## config.mk

```make
export PLATFORM = sky130hd
export DESIGN_NAME = motor_cycle_sched
export DESIGN_NICKNAME = d
export VERILOG_FILES = /design/src/rtl/motor_pkg.sv /design/src/rtl/motor_cycle_sched_ir_edge_sync.sv /design/src/rtl/motor_cycle_sched.sv
export SDC_FILE = /design/constraint.sdc
export NUM_CORES = 1
export LEC_CHECK = 0
export BUFFER_PORTS_ARGS = -buffer_cell sky130_fd_sc_hd__buf_4
export CAP_MARGIN = 20
export CELL_PAD_IN_SITES_DETAIL_PLACEMENT = 0
export CELL_PAD_IN_SITES_GLOBAL_PLACEMENT = 1
export CORE_MARGIN = 5
export CORE_UTILIZATION = 40
export CTS_BUF_LIST = sky130_fd_sc_hd__clkbuf_16
export DETAILED_ROUTE_END_ITERATION = 16
export PLACE_DENSITY = 0.8
export RECOVER_POWER = 100
export SLEW_MARGIN = 20
export SYNTH_ARGS = -nofsm -noshare
export SYNTH_HDL_FRONTEND = slang
export SYNTH_SLANG_ARGS = --single-unit
```

## constraint.sdc

```tcl
create_clock -name CLK -period 1.99 [get_ports CLK]
set_input_delay 0.4975 -clock CLK [delete_from_list [all_inputs] [get_ports CLK]]
set_output_delay 0.4975 -clock CLK [all_outputs]
set_load 0.01 [all_outputs]
```

## src/rtl/motor_pkg.sv

```systemverilog
// Shared types and constants for the motor cycle scheduler.
package motor_pkg;

  // Scheduler state encoding
  typedef enum logic [3:0] {
    IDLE    = 4'd0,
    SETUP_F = 4'd1,
    FWD     = 4'd2,
    DWELL   = 4'd3,
    SETUP_B = 4'd4,
    BWD     = 4'd5,
    NEXT    = 4'd6,
    FAULT   = 4'd7
  } state_t;

  // Direction output levels
  localparam logic FW = 1'b1;
  localparam logic BW = 1'b0;

endpackage

```

## src/rtl/motor_cycle_sched_ir_edge_sync.sv

```systemverilog
// Two-flop synchronizer for asynchronous active-low sensors, followed by
// single-cycle rise/fall pulse generation. All flops reset to 1 because
// the sensors idle high.
module ir_edge_sync #(
  parameter int N = 3
) (
  input  logic         clk,
  input  logic         rst,
  input  logic [N-1:0] din,
  output logic [N-1:0] rise,
  output logic [N-1:0] fall
);

  logic [N-1:0] meta;
  logic [N-1:0] sync_q;
  logic [N-1:0] prev;

  // synchronizer chain plus one history stage for edge detection
  always_ff @(posedge clk) begin
    if (rst) begin
      meta   <= '1;
      sync_q <= '1;
      prev   <= '1;
    end else begin
      meta   <= din;
      sync_q <= meta;
      prev   <= sync_q;
    end
  end

  assign rise = sync_q & ~prev;
  assign fall = ~sync_q & prev;

endmodule

```

## src/rtl/motor_cycle_sched.sv

```systemverilog
// Motor forward/back cycle scheduler.
// Runs a requested number of forward/dwell/backward passes between the end
// and home sensors, producing enable, direction and a divided step clock.
// Optional sensor watchdog: define MOTOR_SCHED_WDOG_EN to enable the FAULT path.
//
// state   | meaning
// --------+-----------------------------------------------------------
// IDLE    | waiting for start with a non-zero cycle count
// SETUP_F | direction set forward, driver still disabled
// FWD     | driving forward until the end sensor releases
// DWELL   | driver off, waiting DLY_CYC cycles at the far end
// SETUP_B | direction set backward, driver still disabled
// BWD     | driving backward until the home sensor releases
// NEXT    | count the completed cycle, finish or start another pass
// FAULT   | sensor watchdog expired; left only by reset or abort
module motor_cycle_sched
  import motor_pkg::*;
#(
  parameter int STEP_DIV = 1000,
  parameter int DLY_CYC  = 1048576,
  parameter int TMO_CYC  = 16777216
) (
  input  logic       CLK,
  input  logic       RST,
  input  logic       start,
  input  logic       abort,
  input  logic [7:0] cycles,
  input  logic [2:0] IR,
  output logic       en,
  output logic       dir,
  output logic       step,
  output logic       busy,
  output logic       done,
  output logic       fault,
  output logic [7:0] cyc_cnt
);

  localparam int DIV_W = (STEP_DIV > 1) ? $clog2(STEP_DIV) : 1;
  localparam int DLY_W = (DLY_CYC > 1) ? $clog2(DLY_CYC) : 1;
  localparam logic [DIV_W-1:0] DIV_LAST = DIV_W'(STEP_DIV - 1);
  localparam logic [DLY_W-1:0] DLY_LOAD = DLY_W'(DLY_CYC - 1);

  state_t           state;
  logic [7:0]       cycles_q;
  logic [DLY_W-1:0] dly_cnt;
  logic [DIV_W-1:0] div_cnt;
  logic [2:0]       ir_rise;
  logic [2:0]       ir_fall;
  logic             unused_sync;

`ifdef MOTOR_SCHED_WDOG_EN
  localparam int TMO_W = (TMO_CYC > 1) ? $clog2(TMO_CYC) : 1;
  localparam logic [TMO_W-1:0] TMO_LAST = TMO_W'(TMO_CYC - 1);
  logic [TMO_W-1:0] wdog_cnt;
  logic             fault_q;
  assign fault = fault_q;
`else
  assign fault = 1'b0;
`endif

  ir_edge_sync #(.N(3)) u_ir_sync (
    .clk  (CLK),
    .rst  (RST),
    .din  (IR),
    .rise (ir_rise),
    .fall (ir_fall)
  );

  // mid sensor and falling edges are not used by the sequencing
  assign unused_sync = ^{ir_fall, ir_rise[1]};

  // sequencing FSM; outputs are registered alongside the state transition
  always_ff @(posedge CLK) begin
    if (RST) begin
      state    <= IDLE;
      en       <= 1'b0;
      dir      <= FW;
      busy     <= 1'b0;
      done     <= 1'b0;
      cyc_cnt  <= 8'd0;
      cycles_q <= 8'd0;
      dly_cnt  <= '0;
`ifdef MOTOR_SCHED_WDOG_EN
      wdog_cnt <= '0;
      fault_q  <= 1'b0;
`endif
    end else begin
      done <= 1'b0;
      if (abort) begin
        state <= IDLE;
        en    <= 1'b0;
        busy  <= 1'b0;
`ifdef MOTOR_SCHED_WDOG_EN
        fault_q <= 1'b0;
`endif
      end else begin
        case (state)
          IDLE: begin
            if (start && (cycles != 8'd0)) begin
              cycles_q <= cycles;
              cyc_cnt  <= 8'd0;
              dir      <= FW;
              busy     <= 1'b1;
              state    <= SETUP_F;
            end
          end
          SETUP_F: begin
            en    <= 1'b1;
            state <= FWD;
`ifdef MOTOR_SCHED_WDOG_EN
            wdog_cnt <= '0;
`endif
          end
          FWD: begin
            if (ir_rise[0]) begin
              en      <= 1'b0;
              dly_cnt <= DLY_LOAD;
              state   <= DWELL;
            end
`ifdef MOTOR_SCHED_WDOG_EN
            else if (wdog_cnt == TMO_LAST) begin
              en      <= 1'b0;
              busy    <= 1'b0;
              fault_q <= 1'b1;
              state   <= FAULT;
            end else begin
              wdog_cnt <= wdog_cnt + TMO_W'(1);
            end
`endif
          end
          DWELL: begin
            if (dly_cnt == '0) begin
              dir   <= BW;
              state <= SETUP_B;
            end else begin
              dly_cnt <= dly_cnt - DLY_W'(1);
            end
          end
          SETUP_B: begin
            en    <= 1'b1;
            state <= BWD;
`ifdef MOTOR_SCHED_WDOG_EN
            wdog_cnt <= '0;
`endif
          end
          BWD: begin
            if (ir_rise[2]) begin
              en    <= 1'b0;
              state <= NEXT;
            end
`ifdef MOTOR_SCHED_WDOG_EN
            else if (wdog_cnt == TMO_LAST) begin
              en      <= 1'b0;
              busy    <= 1'b0;
              fault_q <= 1'b1;
              state   <= FAULT;
            end else begin
              wdog_cnt <= wdog_cnt + TMO_W'(1);
            end
`endif
          end
          NEXT: begin
            // cycles_q is never zero here, so the count stops at the target
            cyc_cnt <= cyc_cnt + 8'd1;
            if ((cyc_cnt + 8'd1) == cycles_q) begin
              busy  <= 1'b0;
              done  <= 1'b1;
              state <= IDLE;
            end else begin
              dir   <= FW;
              state <= SETUP_F;
            end
          end
          FAULT: begin
            state <= FAULT;
          end
          default: begin
            en    <= 1'b0;
            busy  <= 1'b0;
            state <= IDLE;
          end
        endcase
      end
    end
  end

  // step divider: toggles step every STEP_DIV cycles while the driver is enabled
  always_ff @(posedge CLK) begin
    if (RST || !en) begin
      div_cnt <= '0;
      step    <= 1'b0;
    end else if (div_cnt == DIV_LAST) begin
      div_cnt <= '0;
      step    <= ~step;
    end else begin
      div_cnt <= div_cnt + DIV_W'(1);
    end
  end

endmodule
```

== Yosys cells after proc, flatten, opt, wreduce, memory -nomap -nowiden ==
Cells that the tools add are included.
Storage, ports and cells
  bits in registers: 64
  output and inout port bits: 14
  word-level logic and storage cells: 82
Cells by class
  add/subtract/negate cells: 3
  equal/unequal tests: 16
  mux-type cells: 21
  bitwise logic cells: 7
  reductions and logical operators: 22
Operator list (number)
  $mux 20: 2
  $pmux 20 s2: 1
  $pmux 4 s8: 1
  $logic_not 20->1: 1
  $sub 20x1->20 const B: 1
  $eq 4x3->1 const B: 4
  $mux 4: 4
  $pmux 8 s2: 1
  $ne 2x2->1 const B: 7
  $reduce_and 3->1: 4
  $add 10x1->10 const B: 1
  $eq 10x10->1 const B: 1
  $add 8x1->8 const B: 1
  $eq 4x2->1 const B: 2
  $eq 8x8->1: 1
  $mux 1: 8
  $mux 8: 1
  $reduce_and 4->1: 2
  $reduce_bool 8->1: 1
  $pmux 1 s3: 2
  $reduce_or 2->1: 3
  $reduce_or 6->1: 1
  $not 1->1: 5
  $reduce_and 5->1: 1
  12 further kinds: 13

== Logic depth before layout (Yosys ltp) ==
Gate-level depths: netlist of the first run.
  depth after elaboration: 4
  gate-level depth with buffers: 8
  depth with buffers taken out: 7

== By module ==
A second synthesis of the first run with hierarchy kept.
Second synthesis, totals
  cell total of the unflattened synthesis: 362
  area total of the unflattened synthesis: 3104.2 um^2
By module, submodules not included
  motor_cycle_sched: instances 1, cells an instance 338, area each 2830.2 um^2, sequential area each 1081.0 um^2
  ir_edge_sync: instances 1, cells an instance 24, area each 274.0 um^2, sequential area each 180.2 um^2

== Worst setup path after synthesis of the first run ==
No wires, ideal clock.
  kind: register to register
  start: register cyc_cnt[0]
  end: register state[0]
  library setup time: 103 ps
  arrival: 1894 ps
  data required time: 1887 ps
  slack: -7 ps
  stages on the path, launching flop included: 9
  path through: dfxtp_1 ha_1 and3_1 buf_2 a31oi_1 and4b_1 o2111a_1 a21o_1 a2111oi_2
Between the ends
  longest elaborated chain between the ends: 4
Ends and longest elaborated chain
  start: declaration: RTL line motor_cycle_sched.sv:35  | output logic [7:0] cyc_cnt
  start signal: assignment: RTL line motor_cycle_sched.sv:164  | cyc_cnt <= cyc_cnt + 8'd1;
  $add 8x1->8: RTL line motor_cycle_sched.sv:165  | if ((cyc_cnt + 8'd1) == cycles_q) begin
  $eq 8x8->1: RTL line motor_cycle_sched.sv:165
  $mux 1: RTL line motor_cycle_sched.sv:165
  $pmux 4 s8: RTL line motor_cycle_sched.sv:97  | case (state)
  end signal: assignment: RTL line motor_cycle_sched.sv:104  | state <= SETUP_F;
  end signal: assignment: RTL line motor_cycle_sched.sv:168  | state <= IDLE;
  end signal: assignment: RTL line motor_cycle_sched.sv:171  | state <= SETUP_F;
  end: declaration: RTL line motor_cycle_sched.sv:43  | state_t state;
Every way passes these cells.
A chain may end at the register's enable or synchronous reset.

== Worst setup path in the final report of the first run ==
  start: register cyc_cnt[1]
  end: register state[0]
The elaborated chain is that of the path after synthesis.

==> out/results.ini, run 1 <==
[status]
status = finished clean

[synth]
synthTopCellsByArea = dfxtp_1, nor2_1, xnor2_1, a21oi_1, xor2_1
syn_area_per_cell_um2 = 8.36
netlist_area_um2 = 2960
synth_seq_cells = 60
synth_nets = 373
synth.largest_area_cell = dfxtp_1
yosysTopAreaCellShare_pct = 40.6
synth.yosys.seq_area_share_pct = 40.6
yosys_warnings = 0
synth_cells = 354
ys_types = 47

[clocking]
cts.sinks = 60
htree_levels = 3
path_clk_slew_ns = 0.05
numCtsBuffers = 9
cts.path.max_buffers = 2
root_buffer = clkbuf_16
cts_tree = done
clk-insertion-delay-late_ns = 0.32

[min_path]
whs_endpoint = u_ir_sync.meta[0]
hold_start = IR[0]
hold_depth = 2
hold_class = in -> reg

[die]
die_height_um = 96.0
initial_core_util_pct = 41.0
ios = 29
die_area_um2 = 9220
rows = 31
die_x_um = 96.0
core_um2 = 7210

[global_route]
grt_pass1_vias = 2592
overflow = 0
grt_first_pass_wirelength_um = 11800
antenna_found_initial = 0
grt_usage_pct = 16.5
grt_max_degree = 30

[worst_setup_path]
timing.rr.end = state[0]
crit_type = reg -> reg
startpoint_type = flip-flop
rr_startpoint = cyc_cnt[1]
required_ns = 2.21
cp_max_fo = 4
ff2ff_path_depth = 8
cp.arrival_ns = 2.15
r2r_setup_slack_ns = 0.06
cp-end-kind = flip-flop

[timing]
rsz0062_at_grt = true
setup_tns_ns = 0
finalMaxSlewViolations = 0
setup_viol = 0
clock.fmax_mhz = 519
finClkSkew_ns = 0.00452
fin_ws_ns = 0.0614
final_hold_viol_count = 0
finalCriticalPeriod_ns = 1.93
whs_ns = 0.358
fin_crit_sh_pct = 96.9

[job]
drv_cap = 0

[pwr]
power_density_nw_per_um2 = 762
power_mw = 2.87
power_leakage_nw = 1.49
ir_drop_mv = 0.454

[routing]
viasPerCell = 5.09
first_pass_iters = 4
wl_per_cell_um = 13.5
num_vias = 2594
final_antenna_net_count = 0
drtIter0Drc = 119
wirelength_um = 6870
drc = 0

[place]
dp_cells = 494
place_ws_ns = -0.162
portBuffers = 26
hpwl_um = 4840
placed_area_um2 = 3470
finalWeightedCongestion = 0.784

[layout]
fin_nets = 425
areaGrowthSynthToFinish_pct = 27.2
finalInstanceArea_um2 = 3760
final_util_pct = 52.2
final_cell_count_no_fill = 510
diodes = 0
fillers = 741
drive_above_1_share_pct = 20.4

-- placed cells by master (no fill, tap or decap), drive strengths merged, types with 7 or more instances in the layout --
master,count
and3,7
a311oi,7
xnor2,15
nand2,26
and2,7
a31oi,7
nor4,8
mux2i,10
buf,51
inv,11
clkbuf,20
nor3,10
o21ai,14
nor2,44
dfxtp,60
xor2,12
nand3,10
or2,7
a21oi,25
-- kinds of logic after synthesis --
kind of cell | Yosys count | share of synthesized area (%)
AO/OA/AOI/OAI | 71 | 15.1
XOR/XNOR | 27 | 7.99
adder cells (fa/ha/maj) | 4 | 1.69
buffers and inverters | 31 | 4.36
flip-flops | 60 | 40.6
multiplexers | 10 | 3.38
other | 1 | 0.127
AND/OR/NAND/NOR | 150 | 26.8
-- what timing repair did --
action	4_1_cts	5_1_grt
gates cloned	0	0
hold buffers	0	0
endpoints found under the hold margin	0	0
gates resized for setup	1	8
setup endpoints to repair	1	11
setup buffers	0	0
pin swaps	0	3
-- worst max-delay path, stage by stage, from the launching register on --
cell       delay, ns
dfxtp_1         0.31
buf_4           0.14
and3_1          0.18
buf_4           0.16
xnor2_1         0.12
and4b_1         0.20
o2111a_2        0.18
a21o_1          0.20
a2111oi_4       0.34
-- cells in the mapped netlist (all sizes together) --
cell type	instances
a21o	1
and4b	1
nand3b	4
and2	7
o21a	2
nor2	44
inv	10
mux2i	10
xor2	12
a2111oi	1
dfxtp	60
nand3	10
nand4	5
a21oi	25
o22ai	1
and3	7
or2	7
o21ai	14
conb	1
nand4b	1
nand2b	5
clkbuf	14
a31oi	7
nor3	10
a22oi	1
a311oi	7
or4	3
o31ai	2
or3	5
ha	4
o211ai	2
a211o	1
nor2b	4
nor3b	3
nand2	26
a211oi	6
xnor2	15
buf	7
nor4	8
o2111a	1
-- per-layer routing --
layer	vias to the layer above	routed length, um	global-route usage [%]
met3	4	237	6.02
met5	-	0	0
met2	37	3450	28.6
li1	1346	-	-
met4	0	70	4.98
met1	1207	3120	18.9
-- sequential cells by signal, summed over array words and instances (netlist names), named ones only --
register          flops
cycles_q              8
div_cnt              10
u_ir_sync.sync_q      2
done                  1
state                 2
cyc_cnt               8
u_ir_sync.prev        2
en                    1
dly_cnt              20
u_ir_sync.meta        2
dir                   1
busy                  1
step                  1
-- power by group --
part	internal [mW]	switching, mW	leakage [nW]
clock network	0.949	0.527	0.141
registers	1.22	0.0141	0.486
logic	0.0782	0.0778	0.859
total	2.25	0.619	1.49
-- layout make-up --
cell class,instances,area (um2),area share [%]
Multi-Input combinational cell,263,1680,44.6
Timing Repair Buffer,62,437,11.6
Inverter,10,37.5,0.997
Tap cell,99,124,3.29
Clock buffer,9,225,5.98
Sequential cell,60,1200,31.9
Clock inverter,7,58.8,1.56
-- worst max path at each step --
| stage | startpoint | endpoint |
|---|---|---|
| global route | cyc_cnt[1] | state[0] |
| detailed placement | cycles[3] | cyc_cnt[3] |
| finish | cyc_cnt[1] | state[0] |
| global placement | cycles[3] | cyc_cnt[5] |
| floorplan | cyc_cnt[0] | state[0] |
| CTS | cyc_cnt[1] | dir |
No activity file was read; power rests on OpenSTA's default activity.
==> run 2: changes to the inputs <==
--- a/config.mk
+++ b/config.mk
@@ -13,7 +13,7 @@
 export CORE_UTILIZATION = 40
 export CTS_BUF_LIST = sky130_fd_sc_hd__clkbuf_16
 export DETAILED_ROUTE_END_ITERATION = 16
-export PLACE_DENSITY = 0.8
+export PLACE_DENSITY = 0.87
 export RECOVER_POWER = 100
 export SLEW_MARGIN = 20
 export SYNTH_ARGS = -nofsm -noshare
==> run 2 against run 1 <==
  * Fmax rose by 2.3%
  * Die area unchanged
  * Non-clock buffer count shrank 10
  * Sequential share of layout area grew 0.97 points
  * Worst hold slack lost 0.0060 ns
  * Flip-flop and latch count unchanged
  * Design area decreased by 2.7%
  * Critical path depth fell by 1
  * Clock skew up 0.0014 ns
  * Combinational power down 8%
  * Register-to-register slack improved by 0.04 ns
  * Worst setup slack improved by 0.044 ns
  * Critical endpoint is now cycles_q[4]
  * Largest cell class unchanged
  * Largest power group unchanged
==> out/results.ini, run 2 (synthesis results as in run 1) <==
[status]
status = finished clean

[timing]
finalMaxSlewViolations = 0  ; unchanged
setup_viol = 0  ; unchanged
slew_headroom_pct = 64.1
clock.fmax_mhz = 531  ; +2.3%
fin_ws_ns = 0.105  ; +0.0437 ns
finalCriticalPeriod_ns = 1.88  ; -0.0437 ns
rsz0062_at_grt = false
tightestPinTransition_ns = 0.533
finClkSkew_ns = 0.00589  ; +0.00137 ns
whs_ns = 0.352  ; -0.00601 ns
final_hold_viol_count = 0  ; unchanged
fin_crit_sh_pct = 94.7  ; -2.2 points

[die]
ios = 29  ; unchanged
die_height_um = 96.0  ; unchanged
core_um2 = 7210  ; unchanged
rows = 31  ; unchanged
die_area_um2 = 9220  ; unchanged
initial_core_util_pct = 41.0  ; unchanged
die_x_um = 96.0  ; unchanged

[worst_setup_path]
slowest_delay_ns = 0.52  ; +0.18 ns
cp.arrival_ns = 2.08  ; -0.07 ns
crit_chain = clkbuf_4 -> or4_1 -> o21ai_1 -> or3_1 -> clkbuf_2 -> mux2i_1 -> nor2_1
slowest_stage = or4_1
startpoint_type = input port
crit_family = simple AND/OR/NAND/NOR gates
rr_startpoint = cyc_cnt[1]
cp-end-kind = flip-flop
required_ns = 2.19  ; -0.02 ns
cp_max_fo = 8  ; +4
startpoint = cycles[3]
crit_buf_inv = 2  ; unchanged
crit_type = in -> reg

[clocking]
htree_levels = 3  ; unchanged
post_cts_buffers = 0  ; unchanged
cts.path.max_buffers = 2  ; unchanged
cts.sinks = 60  ; unchanged
numCtsBuffers = 9  ; unchanged
ctsHoldBuffers = 0  ; unchanged
path_clk_slew_ns = 0.05  ; about the same
root_buffer = clkbuf_16
cts_tree = done
clk-insertion-delay-late_ns = 0.33  ; about the same

[min_path]
hold_class = in -> reg
hold_start = IR[2]

[layout]
fin_nets = 415  ; -2.4%
drive_above_1_share_pct = 18.8  ; -1.7 points
mostFrequentLayoutCells = dfxtp_1, nor2_1, buf_4, nand2_1, a21oi_1
mostFrequentLayoutCell = dfxtp_1
reg.largest.list = dly_cnt x20, div_cnt x10
areaGrowthSynthToFinish_pct = 23.8
max_flop_register = dly_cnt
diodes = 0  ; unchanged
finalInstanceArea_um2 = 3660  ; -2.7%
largest_reg_flops = 20  ; unchanged

[routing]
wirelength_um = 6510  ; -5.3%
viasPerCell = 5.15  ; +1.2%
first_pass_iters = 4  ; unchanged
final_antenna_net_count = 0  ; unchanged
wl_met2_um = 2980  ; -14%
drtIter0Drc = 114  ; -4.2%
num_vias = 2569  ; -0.96%
wl_per_cell_um = 13.0  ; -3.2%
m1WireLength_um = 3180  ; +1.9%
dr_wl_met3_um = 271  ; +14%
drc = 0  ; unchanged
top_layer_used = met4

[global_route]
antenna_found_initial = 0  ; unchanged
grt_max_degree = 29  ; -3.3%
grt_first_pass_wirelength_um = 11000  ; -6.7%
grt_usage_pct = 15.3  ; -1.2 points
grt_pass1_vias = 2410  ; -7.0%
overflow = 0  ; unchanged

[pwr]
power_density_nw_per_um2 = 780  ; +2.4%
power_mw = 2.86  ; -0.30%
ir_drop_mv = 0.475  ; +4.8%
power_leakage_nw = 1.42  ; -4.5%

[place]
hpwl_um = 4480  ; -7.6%
place_ws_ns = -0.138  ; +0.0244 ns
portBuffers = 26  ; unchanged
finalWeightedCongestion = 0.774  ; -1.2%
placed_area_um2 = 3410  ; -1.8%

[job]
drv_cap = 0  ; unchanged

## run 2: metal layers
layer | vias up | global-route usage, %
li1 | 1331 | -
met1 | 1195 | 19.3
met2 | 36 | 23.9
met3 | 7 | 4.61
met4 | 0 | 6.99
met5 | - | 0
## run 2: where the power goes
group,internal [mW],switching (mW),total (mW)
Sequential,1.22,0.0143,1.24
Combinational,0.0697,0.0743,0.144
Clock,0.948,0.531,1.48
Total,2.24,0.620,2.86
## run 2: final timing paths
path,slack [ns],to,depth (start not counted)
worst max register to register,0.11,state[0],7
worst max-delay path,0.11,cycles_q[4],7
worst min-delay path,0.35,u_ir_sync.meta[2],2
worst min register to register,0.41,u_ir_sync.sync_q[0],1
## run 2: area by class of cell
| cell class | count | area, um2 |
|---|---|---|
| clock buffer | 9 | 225 |
| clock inverter | 6 | 57.6 |
| fill | 708 | 3550 |
| inverter | 10 | 37.5 |
| multi-input combinational | 263 | 1660 |
| sequential | 60 | 1200 |
| tap | 99 | 124 |
| timing repair buffer | 52 | 350 |
## run 2: timing repair
item	4_1_cts	5_1_grt
gates cloned	0	0
endpoints found under the hold margin	0	0
setup endpoints to repair	1	10
resized for setup	1	10
## run 2: through the flow
stage	utilization [%]	setup TNS, ns	instances
after detailed placement	47.3	-1.66	484
after global routing	50.8	0	499
after global placement	47.3	-1.49	484
after floorplan	-	0	354
after CTS	51.2	0	499
final	50.8	0	499
